### config.mk
export PLATFORM = sky130hd
export DESIGN_NAME = hazard_scoreboard
export DESIGN_NICKNAME = d
export VERILOG_FILES = /design/src/rtl/hazard_scoreboard_pkg.sv /design/src/rtl/hs_match.sv /design/src/rtl/hazard_scoreboard.sv
export SDC_FILE = /design/constraint.sdc
export NUM_CORES = 1
export LEC_CHECK = 0
export ABC_AREA = 1
export CORE_UTILIZATION = 57
export DETAILED_ROUTE_END_ITERATION = 6
export GPL_TIMING_DRIVEN = 0
export HOLD_SLACK_MARGIN = 0.03
export PLACE_DENSITY = 0.84
export SKIP_LAST_GASP = 1
export SLEW_MARGIN = 25
export SYNTH_ARGS = -nofsm -noshare
export SYNTH_HDL_FRONTEND = slang
export SYNTH_HIERARCHICAL = 1
export SYNTH_SLANG_ARGS = --single-unit
### constraint.sdc
create_clock -name clk -period 7.5 [get_ports clk]
set_clock_uncertainty 0.05 [all_clocks]
set_input_delay 1.5 -clock clk [delete_from_list [all_inputs] [get_ports clk]]
set_output_delay 1.5 -clock clk [all_outputs]
set_load 0.01 [all_outputs]
### src/rtl/hazard_scoreboard_pkg.sv
`default_nettype none
// ============================================================================
//  Module      : hazard_scoreboard_pkg
//  Description : Shared pipeline definitions for the hazard scoreboard.
//                Provides the in-flight slot record, the "read from register
//                file" forward code, and the ready-slot/forward-code helpers.
//                The register file is write-through: a value written in WB is
//                visible to a same-cycle decode read. A writer already in WB
//                at decode time therefore never needs a forward.
//  Revision    : 1.0  initial release
// ============================================================================
package hazard_scoreboard_pkg;

    // Destination/source numbers are stored zero-extended to this width.
    // Register address widths up to 8 bits (256 registers) fit.
    localparam int c_RD_W   = 8;

    // Forward code meaning "take the operand from the register file".
    localparam int c_FWD_RF = 0;

    typedef struct packed {
        logic              v;
        logic              wr;
        logic [c_RD_W-1:0] rd;
        logic              load;
    } slot_t;

    // First slot whose output carries the writer's result.
    function automatic int ready_slot(input logic is_load, input int load_slot);
        return is_load ? load_slot : 1;
    endfunction

    // Hazard when the youngest matching writer is still short of its ready slot.
    function automatic logic is_hazard(input logic hit, input int slot,
                                       input logic is_load, input int load_slot);
        return hit && ((slot + 1) < ready_slot(is_load, load_slot));
    endfunction

    // By the time the consumer reaches EX the writer has moved one slot on.
    // Past the last slot the write-through register file serves the value.
    function automatic int fwd_code(input logic hit, input int slot, input int depth);
        return (hit && ((slot + 1) <= (depth - 1))) ? (slot + 1) : c_FWD_RF;
    endfunction

endpackage
`default_nettype wire

### src/rtl/hs_match.sv
`default_nettype none
// ============================================================================
//  Module      : hs_match
//  Description : Priority match of one source operand against all tracked
//                in-flight writers. The lowest-indexed (youngest) matching
//                slot wins.
//  Ports       : i_slots      tracked slot records, index 0 = EX
//                i_src_valid  operand is a register read
//                i_src        operand register number (zero-extended)
//                o_hit        some valid writer targets the operand
//                o_slot       index of the youngest matching slot
//                o_load       that writer is a load
//  Revision    : 1.0  initial release
// ============================================================================
module hs_match
    import hazard_scoreboard_pkg::*;
#(
    parameter int DEPTH = 3
) (
    input  slot_t [DEPTH-1:0]         i_slots,
    input  logic                      i_src_valid,
    input  logic [c_RD_W-1:0]         i_src,
    output logic                      o_hit,
    output logic [$clog2(DEPTH)-1:0]  o_slot,
    output logic                      o_load
);

    localparam int SW = $clog2(DEPTH);

    // Scan oldest to youngest so the youngest match is the final assignment.
    always_comb begin
        o_hit  = 1'b0;
        o_slot = '0;
        o_load = 1'b0;
        for (int i = DEPTH - 1; i >= 0; i--) begin
            if (i_src_valid && i_slots[i].v && i_slots[i].wr &&
                (i_slots[i].rd == i_src)) begin
                o_hit  = 1'b1;
                o_slot = SW'(i);
                o_load = i_slots[i].load;
            end
        end
    end

endmodule
`default_nettype wire

### src/rtl/hazard_scoreboard.sv
`default_nettype none
// ============================================================================
//  Module      : hazard_scoreboard
//  Description : Tracks in-flight register writers from EX to WB in a DEPTH
//                slot shift array, raises the load-use stall for the decode
//                instruction and registers its EX operand forward selects.
//                mem_stall freezes all state; flush keeps the decode
//                instruction out of the pipe without stalling.
//  Ports       : clk, rst                     clock, synchronous reset
//                issue_valid/wr/rd/load       decode instruction
//                src_a/b_valid, src_a/b       decode operands
//                mem_stall, flush             global freeze, decode kill
//                stall                        combinational load-use stall
//                fwd_a, fwd_b                 registered EX forward selects
//                stall_cnt                    saturating stall cycle count
//                err                          sticky out-of-range rd flag
//  Revision    : 1.0  initial release
// ============================================================================
module hazard_scoreboard
    import hazard_scoreboard_pkg::*;
#(
    parameter int NREGS     = 8,
    parameter int DEPTH     = 3,
    parameter int LOAD_SLOT = 2,
    parameter int CNT_W     = 16
) (
    input  logic                       clk,
    input  logic                       rst,
    input  logic                       issue_valid,
    input  logic                       issue_wr,
    input  logic [$clog2(NREGS)-1:0]   issue_rd,
    input  logic                       issue_load,
    input  logic                       src_a_valid,
    input  logic                       src_b_valid,
    input  logic [$clog2(NREGS)-1:0]   src_a,
    input  logic [$clog2(NREGS)-1:0]   src_b,
    input  logic                       mem_stall,
    input  logic                       flush,
    output logic                       stall,
    output logic [$clog2(DEPTH)-1:0]   fwd_a,
    output logic [$clog2(DEPTH)-1:0]   fwd_b,
    output logic [CNT_W-1:0]           stall_cnt,
    output logic                       err
);

    localparam int FW = $clog2(DEPTH);

    slot_t [DEPTH-1:0]  r_slots;
    logic  [FW-1:0]     r_fwd_a;
    logic  [FW-1:0]     r_fwd_b;
    logic  [CNT_W-1:0]  r_stall_cnt;
    logic               r_err;

    logic               w_hit_a, w_hit_b;
    logic               w_load_a, w_load_b;
    logic  [FW-1:0]     w_slot_a, w_slot_b;
    logic               w_stall;
    logic               w_enter;
    logic  [FW-1:0]     w_code_a, w_code_b;
    slot_t              w_new_slot;

    hs_match #(.DEPTH(DEPTH)) u_match_a (
        .i_slots     (r_slots),
        .i_src_valid (src_a_valid),
        .i_src       (c_RD_W'(src_a)),
        .o_hit       (w_hit_a),
        .o_slot      (w_slot_a),
        .o_load      (w_load_a)
    );

    hs_match #(.DEPTH(DEPTH)) u_match_b (
        .i_slots     (r_slots),
        .i_src_valid (src_b_valid),
        .i_src       (c_RD_W'(src_b)),
        .o_hit       (w_hit_b),
        .o_slot      (w_slot_b),
        .o_load      (w_load_b)
    );

    always_comb begin
        w_stall = issue_valid && !flush &&
                  (is_hazard(w_hit_a, int'(w_slot_a), w_load_a, LOAD_SLOT) ||
                   is_hazard(w_hit_b, int'(w_slot_b), w_load_b, LOAD_SLOT));
        w_enter  = issue_valid && !w_stall && !flush;
        w_code_a = FW'(fwd_code(w_hit_a, int'(w_slot_a), DEPTH));
        w_code_b = FW'(fwd_code(w_hit_b, int'(w_slot_b), DEPTH));

        w_new_slot = '0;
        if (w_enter) begin
            w_new_slot.v    = 1'b1;
            w_new_slot.wr   = issue_wr;
            w_new_slot.rd   = c_RD_W'(issue_rd);
            w_new_slot.load = issue_load;
        end
    end

    always_ff @(posedge clk) begin
        if (rst) begin
            r_slots     <= '0;
            r_fwd_a     <= '0;
            r_fwd_b     <= '0;
            r_stall_cnt <= '0;
            r_err       <= 1'b0;
        end else begin
            // Error capture is independent of the freeze.
            if (issue_valid && issue_wr && (int'(issue_rd) >= NREGS)) begin
                r_err <= 1'b1;
            end
            if (!mem_stall) begin
                // Slot 0 takes the decode instruction or a bubble; the rest shift.
                r_slots <= {r_slots[DEPTH-2:0], w_new_slot};
                r_fwd_a <= w_enter ? w_code_a : FW'(c_FWD_RF);
                r_fwd_b <= w_enter ? w_code_b : FW'(c_FWD_RF);
                if (w_stall && (r_stall_cnt != '1)) begin
                    r_stall_cnt <= r_stall_cnt + CNT_W'(1);
                end
            end
        end
    end

    assign stall     = w_stall;
    assign fwd_a     = r_fwd_a;
    assign fwd_b     = r_fwd_b;
    assign stall_cnt = r_stall_cnt;
    assign err       = r_err;

endmodule
`default_nettype wire

* Word level (Yosys, flattened, before mapping)
Cells that the tools add are included.
** Cells by class
- $add $sub $neg :: 3
- Magnitude comparators :: 4
- Eq/ne operators :: 7
- Muxes and demuxes :: 25
- Bitwise operators :: 1
- Reduce and logical (&&, ||, !) cells :: 31
** Operator list (count)
- equality test 8 x 3 -> 1 bit :: 6
- logical AND 1 bit :: 27
- 2-to-1 mux 2 bit :: 12
- adder 16 x 1 -> 16 bit (second input constant) :: 1
- != test 16 bit (second input constant) :: 1
- 2-to-1 mux 1 bit :: 12
- 2-to-1 mux 11 bit :: 1
- adder 2 x 1 -> 3 bit (second input constant) :: 2
- less-or-equal comparator 3 x 2 -> 1 bit (second input constant) :: 2
- < comparator 3 x 2 -> 1 bit :: 2
- logical NOT 1 bit :: 2
- AND reduction 2 bit :: 1
- logical OR 1 bit :: 1
- inverter 1 bit :: 1
** Storage, ports and cells
- Flip-flop bits (word level) :: 53
- Input port bits :: 18
- Output and inout bits :: 22
- Logic and storage cells :: 86

* Longest topological paths before layout
Gate-level depths: netlist of the first run.
- Word-level depth :: 15
- Depth in mapped cells :: 22
- Mapped depth without buffers :: 21

* Modules after synthesis
The synthesis of the first run kept the hierarchy.
** By module, submodules not included
- hazard_scoreboard :: instances 1, cells an instance 299, area an instance 2084.5 µm²
- hs_match :: instances 2, cells an instance 100, area an instance 464.2 µm²

* Worst setup path before layout of the first run
Ideal clock, no wire load.
- Kind :: input -> output
- Start :: input src_b[2]
- End :: output stall
- Data arrival time :: 3418 ps
- Required time :: 5950 ps
- Path slack :: 2532 ps
- Stages on the path :: 17
- Path through :: inv_1 -> nand2_1 -> nand2_1 -> nor2_1 -> nand3_1 -> inv_1 -> nand2_1 -> a21oi_1 -> fa_1 -> inv_1 -> nor2_1 -> nand2_1 -> nand2_1 -> nand2_2 -> inv_1 -> buf_2 -> nor2_1
** RTL lines
- start: declaration :: line hazard_scoreboard.sv:36 : input logic [$clog2(NREGS)-1:0] src_b,
- equality test 8 x 3 -> 1 bit :: line hs_match.sv:37 : (i_slots[i].rd == i_src)) begin
- logical AND 1 bit :: line hs_match.sv:36 : if (i_src_valid && i_slots[i].v && i_slots[i].wr &&
- 2-to-1 mux 2 bit :: line hs_match.sv:36
- 2-to-1 mux 2 bit * :: line hs_match.sv:36
- via w_slot_b[0] :: line hazard_scoreboard.sv:56 : logic [FW-1:0] w_slot_a, w_slot_b;
- adder 2 x 1 -> 3 bit *
- < comparator 3 x 2 -> 1 bit * :: line hazard_scoreboard_pkg.sv:36 : return hit && ((slot + 1) < ready_slot(is_load, load_slot));
- logical AND 1 bit * :: line hazard_scoreboard_pkg.sv:36
- logical OR 1 bit * :: line hazard_scoreboard.sv:82 : (is_hazard(w_hit_a, int'(w_slot_a), w_load_a, LOAD_SLOT) ||
- logical AND 1 bit * :: line hazard_scoreboard.sv:81 : w_stall = issue_valid && !flush &&
- end: declaration :: line hazard_scoreboard.sv:39 : output logic stall,
Mark *: on every way through the listed nets, which the timed path passes. The rest lies on a longest branch.

* Worst setup path after layout of the first run
- Start :: input src_a[0]
- End :: output stall
** RTL lines
- start: declaration :: line hazard_scoreboard.sv:35 : input logic [$clog2(NREGS)-1:0] src_a,
- equality test 8 x 3 -> 1 bit :: line hs_match.sv:37
- logical AND 1 bit :: line hs_match.sv:36
- 2-to-1 mux 2 bit :: line hs_match.sv:36
- 2-to-1 mux 2 bit * :: line hs_match.sv:36
- via w_slot_a[0] :: line hazard_scoreboard.sv:56
- adder 2 x 1 -> 3 bit *
- < comparator 3 x 2 -> 1 bit * :: line hazard_scoreboard_pkg.sv:36
- logical AND 1 bit * :: line hazard_scoreboard_pkg.sv:36
- logical OR 1 bit * :: line hazard_scoreboard.sv:82
- logical AND 1 bit * :: line hazard_scoreboard.sv:81
Marked as above.

==> results.md, run 1 <==
- Status: finished clean
- Post-synthesis adder-cell area fraction: under 10%
- Clock Latency Late Sink: about 290 ps
- Die area: about 5600 µm²
- CP Class: input port to output pin
- Cts bufs inserted: 5
- Final min period: between 6000 and 7000 ps
- Overall routing resource usage: between 20% and 30%
- Cell Area, Synth: 3013 µm²
- Die width: 74.71 µm
- Number of synthesized register bits: 38
- Sequential share of the synthesized area: about a quarter
- Reg2reg path depth: 19
- Total Nets Final: around 650
- Max-cap violations: 0
- Slew HR: 54.95%
- DRT iter0 DRCs: approximately 130
- Xor/xnor share of the synthesized area: between 8 and 9%
- Fmax: approximately 0.15 GHz
- Sw Pwr: 120.6 µW
- CP Data Arrival Time: slightly below 5000 ps
- Final period util: a little under nine tenths
- Leakage power: about 1.7 nW
- Antenna Nets Post-Route: 0
- # hold bufs at CTS: 0
- CP max FO: 10
- Number of global-route vias before repair: 2,812
- Resize count post-CTS: 0
- Hold_ws: 420.2 ps
- DR vias: 3,169
- Final std cells w/o fill: about 700
- Comb pwr share: between 15 and 20%
- WHS Endpoint: fwd_a[0]
- DRC Markers: 0
- Fillers: 427
- WP data required: around 6000 ps
- CTS Root Cell: clkbuf_8
- Register share of total power: around half
- H-tree depth: 2
- First-pass GRT wire length: between 10 and 15 mm
- Commonest non-fill, non-tap cell in the layout: nand2_1
- Proportion of synthesized area in mux cells: 0%
- Setup Buffers After CTS: 0
- Row Count: 26
- Complex-gate fraction of the synthesized area: around a tenth
- Slew @ Worst Pin: 675.7 ps
- Inst Count DP: around 690
- Worst VDD drop: ~0.084 mV
- Total wire length: approximately 7 mm
- Worst path most repeated cell: nand2_1
- Final TNS setup: 0 ps
- Worst hold path type: flop to flop
- GRT overflow: 0
- Final hold vios: 0
- Synth cell types: 25
- Die height: ~75 µm
- Initial antenna violation count: 0
- RSZ-0062 raised after global routing: false
- Max incr delay on CP: a little under 600 ps
- Mapped Cells: roughly 500
- Clk sinks: 38
- Largest family of logic cells by synthesized area: simple AND/OR/NAND/NOR gates
- I/O pins: 40
- Yosys Warn Count: 6
- Syn avg cell area: around 6 µm²
- Drt pass-1 iters: 4
- CP bufs+invs: 7
- Clock slew at reported path FFs: roughly 80 ps
- Gpl congestion: between 0.8 and 0.9
- Cell class contributing the biggest share of worst-path delay: buffers and inverters
- Area Overhead vs Synth: 28.57%
- Core box area: 5107 µm²
- Port bufs: 37
- FF/Latch Area: approximately 760 µm²
- FF-to-FF setup slack: 4290 ps
- Slew Limit Fails: 0
- WL/cell: 10.37 µm
- Slowest-stage cell, CP: clkdlybuf4s50_1
- Share of cells above drive strength 1: between 8 and 9%
- CTS tree: done
- Switch share: 28.17%
- Hpwl dp: 5.607 mm
- Vias/cell: ~4.6
- R2r endpoint: stall_cnt[13]
- Effective utilization at floorplan: about three fifths
- Worst-path cell chain: clkdlybuf4s50_1 > inv_1 > nand2_1 > nand2_1 > nor2_1 > nand2_1 > inv_1 > nand2_1 > a21oi_1 > fa_1 > inv_1 > nor2_1 > nand2_1 > nand2_1 > nand2_2 > inv_1 > buf_2 > nor2_1 > clkdlybuf4s50_1
- CP endpoint kind: output pin
- Power Density: around 110 nW/µm²
- Startpoint type of the worst setup path: input port
- CTS Buffer Depth: 2
- ANT cells: 0
- Simple-Gate Fraction of Synth Area: 41.49%
- Hold Path Origin: fwd_a[0]
- Largest net degree at the start of global routing: 13
- Setup violations, final: 0
- R2R Path Start: r_slots[14]
- Area of the multi-input gates: 2222 µm²
- Depth of the worst hold-timing path: 2
- Clock power share: between 30% and 40%
- Most frequent cells in the layout: nand2_1 (149), conb_1 (83), nor2_1 (73)
- Internal: just over 300 µW
- Total Power: 428.1 µW
==> routing by layer <==
layer	routed length [µm]	share of wire (%)	up-vias	global-route usage [%]
met5	0	0	-	0
met4	178	2.5	0	12.58
met3	245	3.4	21	4.150
met2	3815	53	65	52.75
met1	2977	41	1371	28.77
li1	-	-	1712	-
==> power groups by stage <==
stage | Combinational [mW] | Clock, mW | Sequential, mW
after floorplan | 0.0455 | 0 | 0.214
after global placement | 0.0608 | 0 | 0.216
after detailed placement | 0.0619 | 0 | 0.216
after CTS | 0.0622 | 0.153 | 0.211
after global routing | 0.0753 | 0.162 | 0.212
final | 0.0648 | 0.152 | 0.211
==> tightest hold or removal path: cells and delay by family (launching register included) <==
family / cells / cell delay (ps)
AO/OA/AOI/OAI: 1 / 60
flip-flops: 1 / 310
AND/OR/NAND/NOR: 1 / 60
==> final cells by class <==
type                       count  share of cell area [%]
clock buffer                   6                   2.132
sequential                    38                   19.64
timing repair buffer          37                   9.561
inverter                      71                   6.880
buffer                        12                   1.841
clock inverter                 2                  0.3230
multi-input combinational    460                   57.36
tap                           70                   2.261
==> cells by family (layout without fill, tap and decap cells) <==
family / Yosys count / after routing
AOI/OAI and AO/OA: 50 / 50
and+or+nand+nor: 290 / 290
DFF: 38 / 38
adders and majority gates: 9 / 9
xor gates and xnor gates: 28 / 28
other: 1 / 83
buffers and inverters: 83 / 128
==> worst max-delay path by stage <==
stage	from	end	slack, ps	cells past startpoint
floorplan	src_b[2]	stall	2530	17
global placement	src_a[0]	stall	1220	19
detailed placement	src_a[0]	stall	1090	19
CTS	src_a[0]	stall	1040	19
global route	src_a[0]	stall	810	19
finish	src_a[0]	stall	1040	19
==> state kept, by name, indices dropped and copies added (netlist names) <==
register   count
fwd_b          2
r_slots       18
stall_cnt     16
fwd_a          2
==> cells in the mapped netlist <==
library cell / n / share of area, %
inv_2: 9 / 1.1
dfxtp_1: 38 / 25
ha_1: 7 / 2.9
or2_2: 2 / 0.42
nand3_1: 33 / 5.5
xor2_1: 12 / 3.5
a21oi_2: 10 / 2.9
conb_1: 1 / 0.12
and3_1: 2 / 0.42
nor2_2: 7 / 1.5
nor2_1: 73 / 9.1
xnor2_1: 16 / 4.7
buf_2: 2 / 0.33
nand4_1: 14 / 2.9
clkbuf_1: 7 / 0.87
o21ai_0: 22 / 3.7
nand2_2: 6 / 1.2
buf_4: 2 / 0.50
nand3_4: 2 / 1.2
nor2_4: 2 / 0.75
nand2_1: 149 / 19
inv_1: 62 / 7.7
a21oi_1: 18 / 3.0
buf_12: 1 / 0.66
fa_1: 2 / 1.3
==> through the flow <==
stage / area, µm² / worst slack [ps] / utilization, %
final: 3874 / 1043 / 75.85
after CTS: 3874 / 1038 / 75.85
after global placement: 3779 / 1222 / 73.98
after floorplan: 3321 / 2532 / -
after detailed placement: 3779 / 1091 / 73.98
after global routing: 3874 / 812.7 / 75.85
Note: power is estimated with default switching activity, not from simulation.
==> run 2, diff against run 1 <==
CORE_UTILIZATION = 51   (was 57)
PLACE_DENSITY = 0.8   (was 0.84)
clock period = 5.9 ns   (was 7.5 ns; I/O delays follow)
==> results.md, run 2 (synthesis results as in run 1) <==
- Status: finished clean
- CP Class: input port to output pin
- Internal: 378.4 µW (+23%)
- Max incr delay on CP: 600 ps (about the same)
- Worst Setup SP: src_a[0]
- Reg2reg path depth: 19 (unchanged)
- Comb pwr share: 15.9% (+0.8 points)
- WL/cell: 10.25 µm (-1.1%)
- CTS Root Cell: clkbuf_8
- I/O pins: 40 (unchanged)
- Drt pass-1 iters: 5 (+1)
- CP Data Arrival Time: 4350 ps (-560 ps)
- CTS Buffer Depth: 2 (unchanged)
- Post-route cell area: 3865 µm² (-0.23%)
- Gpl congestion: 0.8306 (-4.2%)
- Fmax: roughly 0.18 GHz
- DRC Markers: 0 (unchanged)
- Setup Buffers After CTS: 0 (unchanged)
- CP max FO: 10 (unchanged)
- Overall routing resource usage: 24.80% (-2.5 points)
- Final TNS setup: 0 ps (unchanged)
- Antenna Nets Post-Route: 0 (unchanged)
- Fin util: 68.92% (-6.9 points)
- Total Nets Final: 652 (unchanged)
- Clock power share: 32.5% (-3.1 points)
- WHS Endpoint: fwd_a[0]
- Met3 usage: 3.908% (-0.24 points)
- Total wire length: 7.144 mm (-1.0%)
- Depth of the worst hold-timing path: 2 (unchanged)
- R2r endpoint: stall_cnt[13]
- Startpoint type of the worst setup path: input port
- DR vias: 3,193 (+0.76%)
- Commonest non-fill, non-tap cell in the layout: nand2_1
- FF-to-FF setup slack: 2930 ps (-1360 ps)
- Final std cells w/o fill: 697 (+0.14%)
- Setup violations, final: 0 (unchanged)
- RSZ-0062 raised after global routing: false
- Final min period: 5583 ps
- Worst-path cell chain: clkdlybuf4s50_1 > inv_1 > nand2_1 > nand2_1 > nor2_1 > nand2_1 > inv_1 > nand2_1 > a21oi_2 > fa_1 > inv_1 > nor2_1 > nand2_1 > nand2_1 > nand2_2 > inv_1 > buf_2 > nor2_1 > clkdlybuf4s50_1
- Most frequent cells in the layout: nand2_1 (149), conb_1 (83), nor2_1 (73)
- Vias/cell: 4.581 (+0.61%)
- Clk sinks: 38 (unchanged)
- WP data required: 4670 ps (-1280 ps)
- CP endpoint kind: output pin
- DRT iter0 DRCs: 130 (-1.5%)
- Die height: 78.86 µm (+5.6%)
- GRT Max-Usage Layer: met2
- Final period util: between 90% and 100%
- Number of global-route vias before repair: 2,884 (+2.6%)
- Cts bufs inserted: 5 (unchanged)
- Slew @ Worst Pin: 634.6 ps (-41.12 ps)
- Worst path most repeated cell: nand2_1
- R2R Path Start: r_slots[14]
- Final hold vios: 0 (unchanged)
- Port bufs: 37 (unchanged)
- Total Power: 519.0 µW (+21%)
- Slew HR: 57.69% (+2.7 points)
- Global-route track usage on met2: 48.96% (-3.8 points)
- CTS tree: done
- Leakage power: 1.652 nW (-0.60%)
- Slowest-stage cell, CP: clkdlybuf4s50_1
- Register share of total power: 51.7% (+2.4 points)
- Hold Path Origin: fwd_a[0]
- Fillers: 523 (+22%)
- Share of cells above drive strength 1: 8.000% (-0.15 points)
- M1 GR Usage: 26.27% (-2.5 points)
- Hold_ws: 420.3 ps (+0.08100 ps)
- Hpwl dp: 5.686 mm (+1.4%)
- First-pass GRT wire length: 12.21 mm (+5.2%)
- H-tree depth: 2 (unchanged)
- Worst VDD drop: 0.1012 mV (+21%)
- Die width: 78.86 µm (+5.6%)
- Cell class contributing the biggest share of worst-path delay: buffers and inverters
- Largest net degree at the start of global routing: 11 (-2)
- Placed Area: 3781 µm² (about the same)
- Area Overhead vs Synth: 28.28%
- Sw Pwr: 140.6 µW (+17%)
- Row Count: 27 (+3.8%)
- Clock slew at reported path FFs: 70 ps (about the same)
- Post-place setup slack: 149.9 ps (-941.5 ps)
- Die area: 6219 µm² (+11%)
- Worst hold path type: flop to flop
- Max FFs per register: 18 (unchanged)
- ANT cells: 0 (unchanged)
- GRT overflow: 0 (unchanged)
- Switch share: 27.09% (-1.1 points)
- Effective utilization at floorplan: 53.73% (-5.3 points)
- Power Density: 134.3 nW/µm² (+22%)
- Initial antenna violation count: 0 (unchanged)
- Inst Count DP: 690 (+0.29%)
- CP bufs+invs: 7 (unchanged)
- Core box area: 5608 µm² (+9.8%)
- Clock Latency Late Sink: 290 ps (about the same)
- Max-cap violations: 0 (unchanged)
- Slew Limit Fails: 0 (unchanged)
- Final setup margin: 316.9 ps (-726.3 ps)
- Largest register by flop count: r_slots
-- run 2: how the worst max path moves through the flow --
stage	cells after the start	slack, ps	endpoint
finish	19	320	stall
global route	19	60	stall
CTS	19	130	stall
detailed placement	19	150	stall
global placement	19	120	stall
floorplan	17	1570	stall
-- run 2: per-layer routing --
metal  vias to the layer above  wire, µm  part of all wire (%)
met4                         0       169                   2.4
met3                        15       229                   3.2
met2                        53      3751                    53
met5                         -         0                     0
li1                       1709         -                     -
met1                      1416      2994                    42
-- run 2: area by class of cell --
| class | instances | area [µm²] | area share, % |
|---|---|---|---|
| Buffer | 12 | 71.32 | 1.845 |
| Clock buffer | 7 | 76.32 | 1.975 |
| Inverter | 71 | 266.5 | 6.895 |
| Multi-Input combinational cell | 460 | 2230 | 57.69 |
| Sequential cell | 38 | 760.7 | 19.68 |
| Tap cell | 72 | 90.09 | 2.331 |
| Timing Repair Buffer | 37 | 370.4 | 9.582 |
-- run 2: tightest hold or removal path, stage by stage (launching register included) --
cell	delay [ps]
dfxtp_1	310
nand2_1	60
a21oi_1	60
-- run 2: what timing repair did --
item / CTS / global route
resized for setup: 0 / 2
hold buffers: 0 / 0
endpoints found under the setup margin: 0 / 1
-- run 2: power groups by stage --
stage / clock network (mW) / registers, mW / logic (mW)
finish: 0.169 / 0.268 / 0.0824
global route: 0.186 / 0.269 / 0.0952
CTS: 0.173 / 0.268 / 0.0794
detailed placement: 0 / 0.274 / 0.0791
global placement: 0 / 0.274 / 0.0779
floorplan: 0 / 0.272 / 0.0579
==> run 3, diff against run 2 <==
clock period = 4.6 ns   (was 5.9 ns; I/O delays follow)
==> results.md, run 3 (synthesis results as in run 1) <==
- CP Depth: 21 (+2)
- WP data required: 3630 ps (-1040 ps)
- H-tree depth: 2 (unchanged)
- Antenna Nets Post-Route: 0 (unchanged)
- Setup violations, final: 0 (unchanged)
- Die width: 78.86 µm (unchanged)
- Total wire length: 7.264 mm (+1.7%)
- ANT cells: 0 (unchanged)
- Die height: 78.86 µm (unchanged)
- Vias/cell: 4.549 (-0.70%)
- Slew Limit Fails: 0 (unchanged)
- CP Data Arrival Time: 3420 ps (-930 ps)
- # hold bufs at CTS: 0 (unchanged)
- Startpoint type of the worst setup path: input port
- Row Count: 27 (unchanged)
- End of the critical path: stall
- WL/cell: 10.36 µm (+1.1%)
- Overall routing resource usage: 25.07% (+0.27 points)
- Area Overhead vs Synth: 31.19%
- Gpl congestion: 0.8306 (unchanged)
- Initial antenna violation count: 0 (unchanged)
- Number of global-route vias before repair: 2,956 (+2.5%)
- R2R Path Start: r_slots[13]
- Status: finished clean
- DR vias: 3,189 (-0.13%)
- Largest net degree at the start of global routing: 11 (unchanged)
- Total Nets Final: 656 (+0.61%)
- Slew @ Worst Pin: 642.7 ps (+8.065 ps)
- Total Power: 669.3 µW (+29%)
- Switch share: 27.70% (+0.61 points)
- Effective utilization at floorplan: 53.73% (unchanged)
- Most frequent cells in the layout: nand2_1 (148), conb_1 (83), nor2_1 (69)
- Final hold vios: 0 (unchanged)
- R2r endpoint: stall_cnt[13]
- Max-cap violations: 0 (unchanged)
- CTS Root Cell: clkbuf_8
- CP bufs+invs: 8 (+1)
- Cell class contributing the biggest share of worst-path delay: simple AND/OR/NAND/NOR gates
- Worst VDD drop: 0.1315 mV (+30%)
- Final min period: about 4400 ps
- Sw Pwr: 185.4 µW (+32%)
- CP max FO: 5 (-5)
- Power Density: 169.3 nW/µm² (+26%)
- CP endpoint kind: output pin
- Clk sinks: 38 (unchanged)
- Slew HR: 57.15% (-0.54 points)
- Hpwl dp: 5.686 mm (unchanged)
- Core box area: 5608 µm² (unchanged)
- Max incr delay on CP: 530 ps (-70 ps)
- Cts bufs inserted: 5 (unchanged)
- Worst Setup SP: src_b[1]
- Internal: 483.9 µW (+28%)
- Leakage power: 1.708 nW (+3.4%)
- Share of cells above drive strength 1: 9.539% (+1.5 points)
- Clock power share: 32.7% (+0.2 points)
- Worst path most repeated cell: nand2_1
- Drt pass-1 iters: 4 (-1)
- Final TNS setup: 0 ps (unchanged)
- Comb pwr share: 15.9% (about the same)
- DRC Markers: 0 (unchanged)
- Reg2reg path depth: 21 (+2)
- I/O pins: 40 (unchanged)
- DRT iter0 DRCs: 148 (+14%)
- GRT overflow: 0 (unchanged)
- Commonest non-fill, non-tap cell in the layout: nand2_1
- FF-to-FF setup slack: 1610 ps (-1320 ps)
- Die area: 6219 µm² (unchanged)
- CTS Buffer Depth: 2 (unchanged)
- Worst hold path type: flop to flop
- Final period util: ~95%
- Fmax: roughly 0.23 GHz
- Largest register by flop count: r_slots
- Clock slew at reported path FFs: 70 ps (about the same)
- Worst-path cell chain: dlygate4sd2_1 > nand2_1 > inv_1 > nor2_1 > nor2_1 > nand2_1 > inv_1 > nand2_1 > nand4_1 > nand2_1 > inv_2 > fa_1 > inv_1 > nor2_1 > nand2_1 > nand2_1 > nand2_2 > inv_1 > buf_6 > nor2_1 > dlygate4sd2_1
- Max FFs per register: 18 (unchanged)
- Register share of total power: 51.4% (-0.3 points)
- First-pass GRT wire length: 12.34 mm (+1.1%)
- Slowest-stage cell, CP: fa_1
- CP Class: input port to output pin
- CTS tree: done
- Depth of the worst hold-timing path: 2 (unchanged)
- Port bufs: 37 (unchanged)
- Clock Latency Late Sink: 290 ps (about the same)
==> run 3: changes by cell type in the layout (fill, tap and decap cells not counted), moves of 2 or more <==
| cell | change |
|---|---|
| a21oi_4 | +2 |
| nor2_1 | -4 |
| a21oi_2 | -2 |
| clkdlybuf4s50_1 | -9 |
| dlymetal6s2s_1 | +2 |
| clkdlybuf4s15_1 | +2 |
| buf_4 | +4 |
| nor2_4 | +4 |
| dlygate4sd2_1 | +5 |
==> run 3: worst min-delay path by stage <==
stage / start / end / slack (ps)
after floorplan: r_slots[32] / r_slots[32] / 410
after global placement: fwd_a[1] / fwd_a[1] / 410
after detailed placement: fwd_a[0] / fwd_a[0] / 410
after CTS: fwd_a[0] / fwd_a[0] / 420
after global routing: fwd_a[0] / fwd_a[0] / 450
final: fwd_a[0] / fwd_a[0] / 420
==> run 3: what timing repair did <==
action                                  4_1_cts  5_1_grt
endpoints found under the setup margin        1        1
buffers inserted                              1        3
gates resized for setup                      20        7
pin swaps                                     1        2
endpoints found under the hold margin         0        0
==> run 3: layout make-up <==
type / count / area [µm²]
multi-input cells: 460 / 2282
inverters: 71 / 266.5
well taps: 72 / 90.09
clock buffers: 7 / 76.32
plain buffers: 12 / 77.57
flip-flops and latches: 38 / 760.7
fillers: 514 / 1655
repair buffers: 41 / 399.1
==> run 3: worst register-to-register path, delay by kind of cell, from the launching register on <==
kind	cells	cell delay [ps]
AO/OA/AOI/OAI	1	120
adder cells (fa/ha/maj)	1	470
buffers and inverters	5	540
flip-flops	1	430
AND/OR/NAND/NOR	14	1320
==> run 3: metrics by stage <==
step	setup WS (ps)	instance area, µm²	util [%]	instances	hold WS (ps)
global route	-51.54	3953	70.48	701	449.8
finish	212.4	3953	70.48	701	420.0
floorplan	791.9	3321	-	581	411.8
detailed placement	-630.1	3781	67.43	690	412.7
CTS	16.10	3910	69.72	698	422.1
global placement	-659.5	3781	67.43	690	406.8
==> run 3: power by group through the flow <==
stage	clock (mW)	sequential, mW	combinational, mW
finish	0.219	0.344	0.107
global route	0.238	0.345	0.123
CTS	0.221	0.344	0.102
detailed placement	0	0.351	0.101
global placement	0	0.351	0.0999
floorplan	0	0.349	0.0743
==> run 3: layer usage <==
metal  up-vias  track usage [%]  part of all wire (%)
li1       1721                -                     -
met1      1400            26.06                    42
met2        54            49.91                    52
met3        14            4.023                   3.4
met4         0            8.909                   2.3
met5         -                0                     0
